$ cat config.mk
export PLATFORM = sky130hd
export DESIGN_NAME = alu_seq
export DESIGN_NICKNAME = d
export VERILOG_FILES = /design/src/rtl/alu_seq.sv
export SDC_FILE = /design/constraint.sdc
export NUM_CORES = 1
export LEC_CHECK = 0
export ABC_AREA = 1
export CORE_MARGIN = 2
export CORE_UTILIZATION = 35
export DETAILED_ROUTE_END_ITERATION = 6
export SYNTH_ARGS = -nofsm -noshare
export SYNTH_HDL_FRONTEND = slang
export SYNTH_SLANG_ARGS = --single-unit
$ cat constraint.sdc
create_clock -name ck -period 1.6 [get_ports ck]
set_clock_uncertainty 0.2 [all_clocks]
set_input_delay 0.24 -clock ck [delete_from_list [all_inputs] [get_ports ck]]
set_output_delay 0.24 -clock ck [all_outputs]
set_load 0.005 [all_outputs]
$ cat src/rtl/alu_seq.sv
// Sequential ALU with a valid/ready request and result handshake.
// Define ALU_MUL_EN to build in the multi-cycle shift-add multiplier (OP=8).
module alu_seq #(
  parameter int WIDTH = 16,
  parameter int SHW   = $clog2(WIDTH)
) (
  input  logic             ck,
  input  logic             res_n,
  input  logic             in_valid,
  output logic             in_ready,
  input  logic [3:0]       OP,
  input  logic [WIDTH-1:0] L,
  input  logic [WIDTH-1:0] R,
  output logic             out_valid,
  input  logic             out_ready,
  output logic [WIDTH-1:0] O,
  output logic [3:0]       flags,
  output logic             err
);
  // state | meaning
  // IDLE  | waiting for a request
  // BUSY  | shift-add multiply in progress (only reachable with ALU_MUL_EN)
  // DONE  | result held on O/flags/err until out_ready
  typedef enum logic [1:0] {IDLE = 2'd0, BUSY = 2'd1, DONE = 2'd2} state_t;

  localparam logic [3:0] OP_ADD   = 4'd0;
  localparam logic [3:0] OP_SUB   = 4'd1;
  localparam logic [3:0] OP_AND   = 4'd2;
  localparam logic [3:0] OP_OR    = 4'd3;
  localparam logic [3:0] OP_XOR   = 4'd4;
  localparam logic [3:0] OP_LOADI = 4'd5;
  localparam logic [3:0] OP_SHL   = 4'd6;
  localparam logic [3:0] OP_SHR   = 4'd7;

  state_t           state;
  logic [WIDTH-1:0] o_q;
  logic [3:0]       flags_q;
  logic             err_q;
  logic             accept;

  logic [WIDTH:0]   sum_w, diff_w, shl_w, shr_w;
  logic [SHW-1:0]   amt;
  logic [WIDTH-1:0] res_c;
  logic             c_c, v_c, err_c;
  logic [3:0]       flags_c;

  assign amt    = R[SHW-1:0];
  assign sum_w  = {1'b0, L} + {1'b0, R};
  assign diff_w = {1'b0, L} - {1'b0, R};
  // Extra bit on the shifted-out side captures the last bit lost; zero for amount 0.
  assign shl_w  = {1'b0, L} << amt;
  assign shr_w  = {L, 1'b0} >> amt;

  always_comb begin
    res_c = '0;
    c_c   = 1'b0;
    v_c   = 1'b0;
    err_c = 1'b0;
    case (OP)
      OP_ADD: begin
        res_c = sum_w[WIDTH-1:0];
        c_c   = sum_w[WIDTH];
        v_c   = (L[WIDTH-1] == R[WIDTH-1]) && (sum_w[WIDTH-1] != L[WIDTH-1]);
      end
      OP_SUB: begin
        res_c = diff_w[WIDTH-1:0];
        c_c   = diff_w[WIDTH];
        v_c   = (L[WIDTH-1] != R[WIDTH-1]) && (diff_w[WIDTH-1] != L[WIDTH-1]);
      end
      OP_AND:   res_c = L & R;
      OP_OR:    res_c = L | R;
      OP_XOR:   res_c = L ^ R;
      OP_LOADI: res_c = R;
      OP_SHL: begin
        res_c = shl_w[WIDTH-1:0];
        c_c   = shl_w[WIDTH];
      end
      OP_SHR: begin
        res_c = shr_w[WIDTH:1];
        c_c   = shr_w[0];
      end
      default:  err_c = 1'b1;
    endcase
    flags_c = err_c ? 4'b0000 : {res_c == '0, res_c[WIDTH-1], c_c, v_c};
  end

  always_comb begin
    case (state)
      IDLE:    in_ready = 1'b1;
      DONE:    in_ready = out_ready;
      default: in_ready = 1'b0;
    endcase
  end

  assign accept    = in_valid && in_ready;
  assign out_valid = (state == DONE);
  assign O         = o_q;
  assign flags     = flags_q;
  assign err       = err_q;

`ifdef ALU_MUL_EN
  localparam logic [3:0] OP_MUL = 4'd8;
  localparam int CW = $clog2(WIDTH + 1);

  logic [2*WIDTH-1:0] acc, mcand, acc_nxt;
  logic [WIDTH-1:0]   mplier;
  logic [CW-1:0]      cnt;

  assign acc_nxt = acc + (mplier[0] ? mcand : '0);

  always_ff @(posedge ck or negedge res_n) begin
    if (!res_n) begin
      state   <= IDLE;
      o_q     <= '0;
      flags_q <= '0;
      err_q   <= 1'b0;
      acc     <= '0;
      mcand   <= '0;
      mplier  <= '0;
      cnt     <= '0;
    end else if (accept) begin
      if (OP == OP_MUL) begin
        state  <= BUSY;
        acc    <= '0;
        mcand  <= {{WIDTH{1'b0}}, L};
        mplier <= R;
        cnt    <= CW'(WIDTH);
      end else begin
        state   <= DONE;
        o_q     <= res_c;
        flags_q <= flags_c;
        err_q   <= err_c;
      end
    end else if (state == BUSY) begin
      acc    <= acc_nxt;
      mcand  <= mcand << 1;
      mplier <= mplier >> 1;
      cnt    <= cnt - CW'(1);
      if (cnt == CW'(1)) begin
        state   <= DONE;
        o_q     <= acc_nxt[WIDTH-1:0];
        flags_q <= {acc_nxt[WIDTH-1:0] == '0, acc_nxt[WIDTH-1],
                    |acc_nxt[2*WIDTH-1:WIDTH], 1'b0};
        err_q   <= 1'b0;
      end
    end else if (state == DONE && out_ready) begin
      state <= IDLE;
    end
  end
`else
  always_ff @(posedge ck or negedge res_n) begin
    if (!res_n) begin
      state   <= IDLE;
      o_q     <= '0;
      flags_q <= '0;
      err_q   <= 1'b0;
    end else if (accept) begin
      state   <= DONE;
      o_q     <= res_c;
      flags_q <= flags_c;
      err_q   <= err_c;
    end else if (state == DONE && out_ready) begin
      state <= IDLE;
    end
  end
`endif

endmodule

Yosys cells after proc, flatten, opt, wreduce, memory -nomap -nowiden
Cells that the tools add are included.
{ "op_classes": {"add_sub_neg": 2, "n_eq_ne": 12, "n_shift": 2, "muxes": 8, "bitwise_logic": 3, "n_reduce_logical": 9} }
{ "op_table": {"columns": ["cell", "count"], "rows": [
  ["case mux 16 bit (8 select lines)", 1],
  ["adder 16 x 16 -> 17 bit", 1],
  ["left shift 16 x 4 -> 17 bit", 1],
  [">> shifter 17 x 4 -> 17 bit", 1],
  ["subtractor 16 x 16 -> 17 bit", 1],
  ["AND 16 bit", 1],
  ["== test 4 x 3 -> 1 bit (second input constant)", 4],
  ["logical NOT 16 bit", 1],
  ["OR 16 bit", 1],
  ["XOR 16 bit", 1],
  ["== test 4 x 2 -> 1 bit (second input constant)", 2],
  ["OR reduction 8 bit", 1],
  ["== test 4 x 1 -> 1 bit (second input constant)", 1],
  ["logical AND 1 bit", 4],
  ["logical NOT 4 bit", 1],
  ["two-way mux 2 bit", 2],
  ["two-way mux 4 bit", 1],
  ["case mux 1 bit (2 select lines)", 2],
  ["case mux 1 bit (4 select lines)", 1],
  ["!= test 1 bit", 3],
  ["== test 2 bit (second input constant)", 1],
  ["logical NOT 2 bit", 1],
  ["nonzero test 2 bit", 1],
  ["== test 1 bit", 1],
  ["two-way mux 1 bit", 1]
]} }
{ "totals": {"reg_bits": 23, "input_bits": 40} }

Depth between registers and ports, before layout
{ "logic_depth": {"ltp_word": 5, "mapped_depth": 19} }

Worst setup path before layout
No wires, ideal clock.
{ "synth_path": {"path_type": "input-to-reg", "start": "input R[2]", "end": "register o_q[15] (netlist: O[15])", "setup_ns": 0.128, "t_arrival_ns": 2.017, "required_ns": 1.272, "path_slack_ns": -0.745, "stages": 16, "path_cell_list": "inv_2 -> clkbuf_1 -> ha_1 -> buf_2 -> nor2_1 -> nand2_1 -> nand3_1 -> nand3_1 -> nand2_1 -> nand2_1 -> nand2_1 -> nand2_1 -> nand2_1 -> nor2_1 -> o21ai_0 -> nand2_1"} }
{ "synth_via": {"elab_chain_cells": 2, "word_cells_on_any_way": 5} }
{ "synth_rtl": {"columns": ["element", "line_no", "rtl"], "rows": [
  ["start: declaration", "13", "input logic [WIDTH-1:0] R,"],
  ["subtractor 16 x 16 -> 17 bit (tied with other cells)", "49", "assign diff_w = {1'b0, L} - {1'b0, R};"],
  ["case mux 16 bit (8 select lines) *", "59", "case (OP)"],
  ["end signal: assignment", "159", "o_q <= res_c;"],
  ["end: declaration", "36", "logic [WIDTH-1:0] o_q;"]
]} }
Mark *: on every way between the ends. The rest lies on a longest branch, timed or not.
A chain may end at the register's enable or synchronous reset.

Final worst setup path
{ "layout_path": {"start": "input L[0]", "end": "register flags_q[3] (netlist: flags[3])"} }
{ "layout_via": {"elab_chain_cells": 4, "word_cells_on_any_way": 10} }
{ "layout_rtl": {"columns": ["element", "line_no", "rtl"], "rows": [
  ["start: declaration", "12", "input logic [WIDTH-1:0] L,"],
  ["subtractor 16 x 16 -> 17 bit (tied with other cells)", "49", null],
  ["case mux 16 bit (8 select lines) *", "59", null],
  ["logical NOT 16 bit *", "84", "flags_c = err_c ? 4'b0000 : {res_c == '0, res_c[WIDTH-1], c_c, v_c};"],
  ["two-way mux 4 bit *", "84", null],
  ["end signal: assignment", "160", "flags_q <= flags_c;"],
  ["end: declaration", "37", "logic [3:0] flags_q;"]
]} }
Marked as above.

==> qor.yml <==
detailed_routing:
  drt_pass1_iterations: 5
  vias: 8386
  drc_errors: 0
  wl_per_cell_um: 19.1
  drtIter0Drc: 901
  wl_mm: 28.7
  viasPerCell: 5.59
  drt.antenna.violating_nets: 0
cts:
  clock_sinks: 22
  clk_path_buf_depth: 2
  cts_tree: "done"
  numCtsBuffers: 3
  cts-root-buf: "clkbuf_16"
  clk_pin_slew_worst_paths_ns: 0.06
  clock_latency_ns: 0.25
  hold_buffers: 0
  cts_max_level: 1
pwr:
  power_leakage_nw: 5.27
  ir_drop_uv: 464
  power_density_nw_per_um2: 461
  total_power_mw: 4.88
synthesis:
  ys_seq_area_frac: 0.101
  ys.flop_type: "dfrtp_1"
  netlist_instances: 996
  synthTopCellsByArea: "nand2_1, nand3_1, ha_1"
  synth_top_area_frac: 0.226
  ys_seq_elements: 22
  yosysTopAreaCell: "nand2_1"
  synth_async_sr_flop_share: 1.00
  syn_area_sq_um: 5440
  syn_avg_cell_area_sq_um: 5.46
  syn-num-nets: 1090
  synth_edf_count: 0
  ys_warn_count: 0
  synth_cell_types: 37
die:
  die_w_um: 129
  die_height_um: 129
  rows: 45
  coreArea_sq_um: 15200
  start_util: 0.358
  pin_count: 63
  dieArea_sq_um: 16600
sta:
  slew_headroom: 0.738
  fin_crit_ns: 2.16
  finalCritPeriodShare: 1.35
  worst_slack_ns: -0.557
  rsz0062_at_grt: "true"
  finalMaxSlewViolations: 0
  finalSetupViolCount: 20
  hold_violations: 0
  worst_slew_pin_slew_ns: 0.393
  fmax_mhz: 464
job:
  cap_violations: 0
global_routing:
  grt_usage: 0.316
  grt_pass1_vias: 7867
  grt_max_degree: 34
  globalRouteMet3Util: 0.0437
  antenna_found_initial: 0
  grtUsageMet1: 0.415
  grt_busiest_layer: "met2"
  grt_pass1_wl_mm: 41.2
  use_met2: 0.531
  grt_overflow: 0
critical_path:
  crit_required_ns: 1.60
  cp-start-kind: "input port"
  worstPathArrival_ns: 2.16
  cp-end-kind: "flop"
  crit_path_max_fanout: 3
  worstSetupPathType: "in2reg"
outcome:
  violations: "negative setup slack"
  status: "finished, violations left"
final_layout:
  diodes: 0
  syn_to_final_growth_pct: 94.4
  num-fill-cells: 1187
  fin_nets: 1408
  mostFrequentLayoutCells: "buf_4, nand2_1, nand3_1"
  final_layout_size_suffix_gt1_frac: 0.559
  post-route-util: 0.696
  final_common_cell: "buf_4"
placed_design:
  gp_congestion: 1.01
  numPortBuffers: 62
  hpwl_mm: 19.1
min_path:
  hold_class: "in2async"
-- registers in the layout (all words and copies together), names as in the netlist --
| register | flops |
|---|---|
| O | 16 |
| flags | 4 |
| state | 1 |
| err | 1 |
-- synth_stat cells (2+ instances only) --
| cell | instances |
|---|---|
| nand3_1 | 185 |
| nand2_2 | 6 |
| nand2_1 | 327 |
| or2_2 | 3 |
| nor2_4 | 4 |
| buf_4 | 5 |
| inv_1 | 112 |
| a21oi_1 | 39 |
| nor2_2 | 7 |
| dfrtp_1 | 22 |
| o21ai_0 | 31 |
| buf_6 | 5 |
| nand4_1 | 11 |
| o211ai_1 | 4 |
| nand2_4 | 11 |
| nand3b_1 | 3 |
| ha_1 | 52 |
| o22ai_1 | 2 |
| fa_1 | 2 |
| nand3_2 | 8 |
| o21bai_1 | 3 |
| and2_1 | 4 |
| inv_2 | 10 |
| clkbuf_1 | 6 |
| nor3_1 | 6 |
| buf_2 | 18 |
| o21ai_1 | 4 |
| nor2_1 | 97 |
-- final cells by class --
cell class | instances | area (sq um) | share of cell area
well taps | 188 | 235 | 0.0222
repair buffers | 347 | 3200 | 0.302
inverters | 124 | 533 | 0.0504
flip-flops and latches | 22 | 551 | 0.0520
clock inverters | 1 | 30.0 | 0.00284
repair inverters | 1 | 16.3 | 0.00154
multi-input cells | 815 | 5940 | 0.562
clock buffers | 3 | 75.1 | 0.00710
-- power by group --
| part | total [mW] | internal, mW | switching [mW] |
|---|---|---|---|
| Sequential | 0.672 | 0.632 | 0.0400 |
| Combinational | 3.51 | 1.63 | 1.88 |
| Clock | 0.697 | 0.497 | 0.201 |
-- routing by layer --
metal | vias up | routed length, um
met5 | - | 0
met4 | 0 | 1650
met3 | 138 | 2060
met2 | 421 | 13500
met1 | 3983 | 11400
li1 | 3844 | -
-- through the flow --
step | setup TNS [ns] | cell area, sq um | std cells | hold WS (ns) | setup slack (ns)
after floorplan | -5.79 | 5550 | 996 | -0.256 | -0.498
after global placement | -23.70 | 7700 | 1413 | 0.266 | -1.42
after detailed placement | -23.93 | 7700 | 1413 | 0.270 | -1.41
after CTS | -5.61 | 9700 | 1484 | 0.142 | -0.620
after global routing | -7.72 | 10600 | 1501 | 0.163 | -0.651
final | -6.35 | 10600 | 1501 | 0.136 | -0.557
-- final timing paths --
check / cells after the start / slack, ns / to / startpoint
max: 16 / -0.56 / flags[3] / L[0]
min reg2reg: 2 / 0.27 / O[15] / O[15]
min in group ck: 2 / 0.27 / O[15] / O[15]
max in group asynchronous: 2 / 0.84 / flags[0] / res_n
min: 2 / 0.14 / O[2] / res_n
max reg2reg: 11 / -0.09 / flags[3] / state[1]
-- cells by family after synthesis --
logic type / after synthesis / share of synthesized area
AOI/OAI and AO/OA: 84 / 0.0816
buffers and inverters: 160 / 0.128
DFF: 22 / 0.101
and+or+nand+nor: 675 / 0.560
adders and majority gates: 54 / 0.127
xor gates and xnor gates: 1 / 0.00161
-- what timing repair did --
action,4_1_cts,5_1_grt
buffers inserted,64,24
pin swaps,134,118
resized for setup,543,200
cloned,5,0
setup endpoints to repair,21,23
hold endpoints to repair,0,0
-- worst max-delay path, stage by stage --
cell	delay (ns)
buf_8	0.09
inv_4	0.04
ha_4	0.15
inv_4	0.05
fa_2	0.42
nand3_1	0.10
nand3_1	0.13
nor2_2	0.14
nand3_1	0.09
nor2_2	0.16
nand3_2	0.11
nor2_2	0.15
nand2_2	0.08
nor2_2	0.10
nand2_1	0.06
nand2_1	0.05
(Power assumes the default switching activity.)
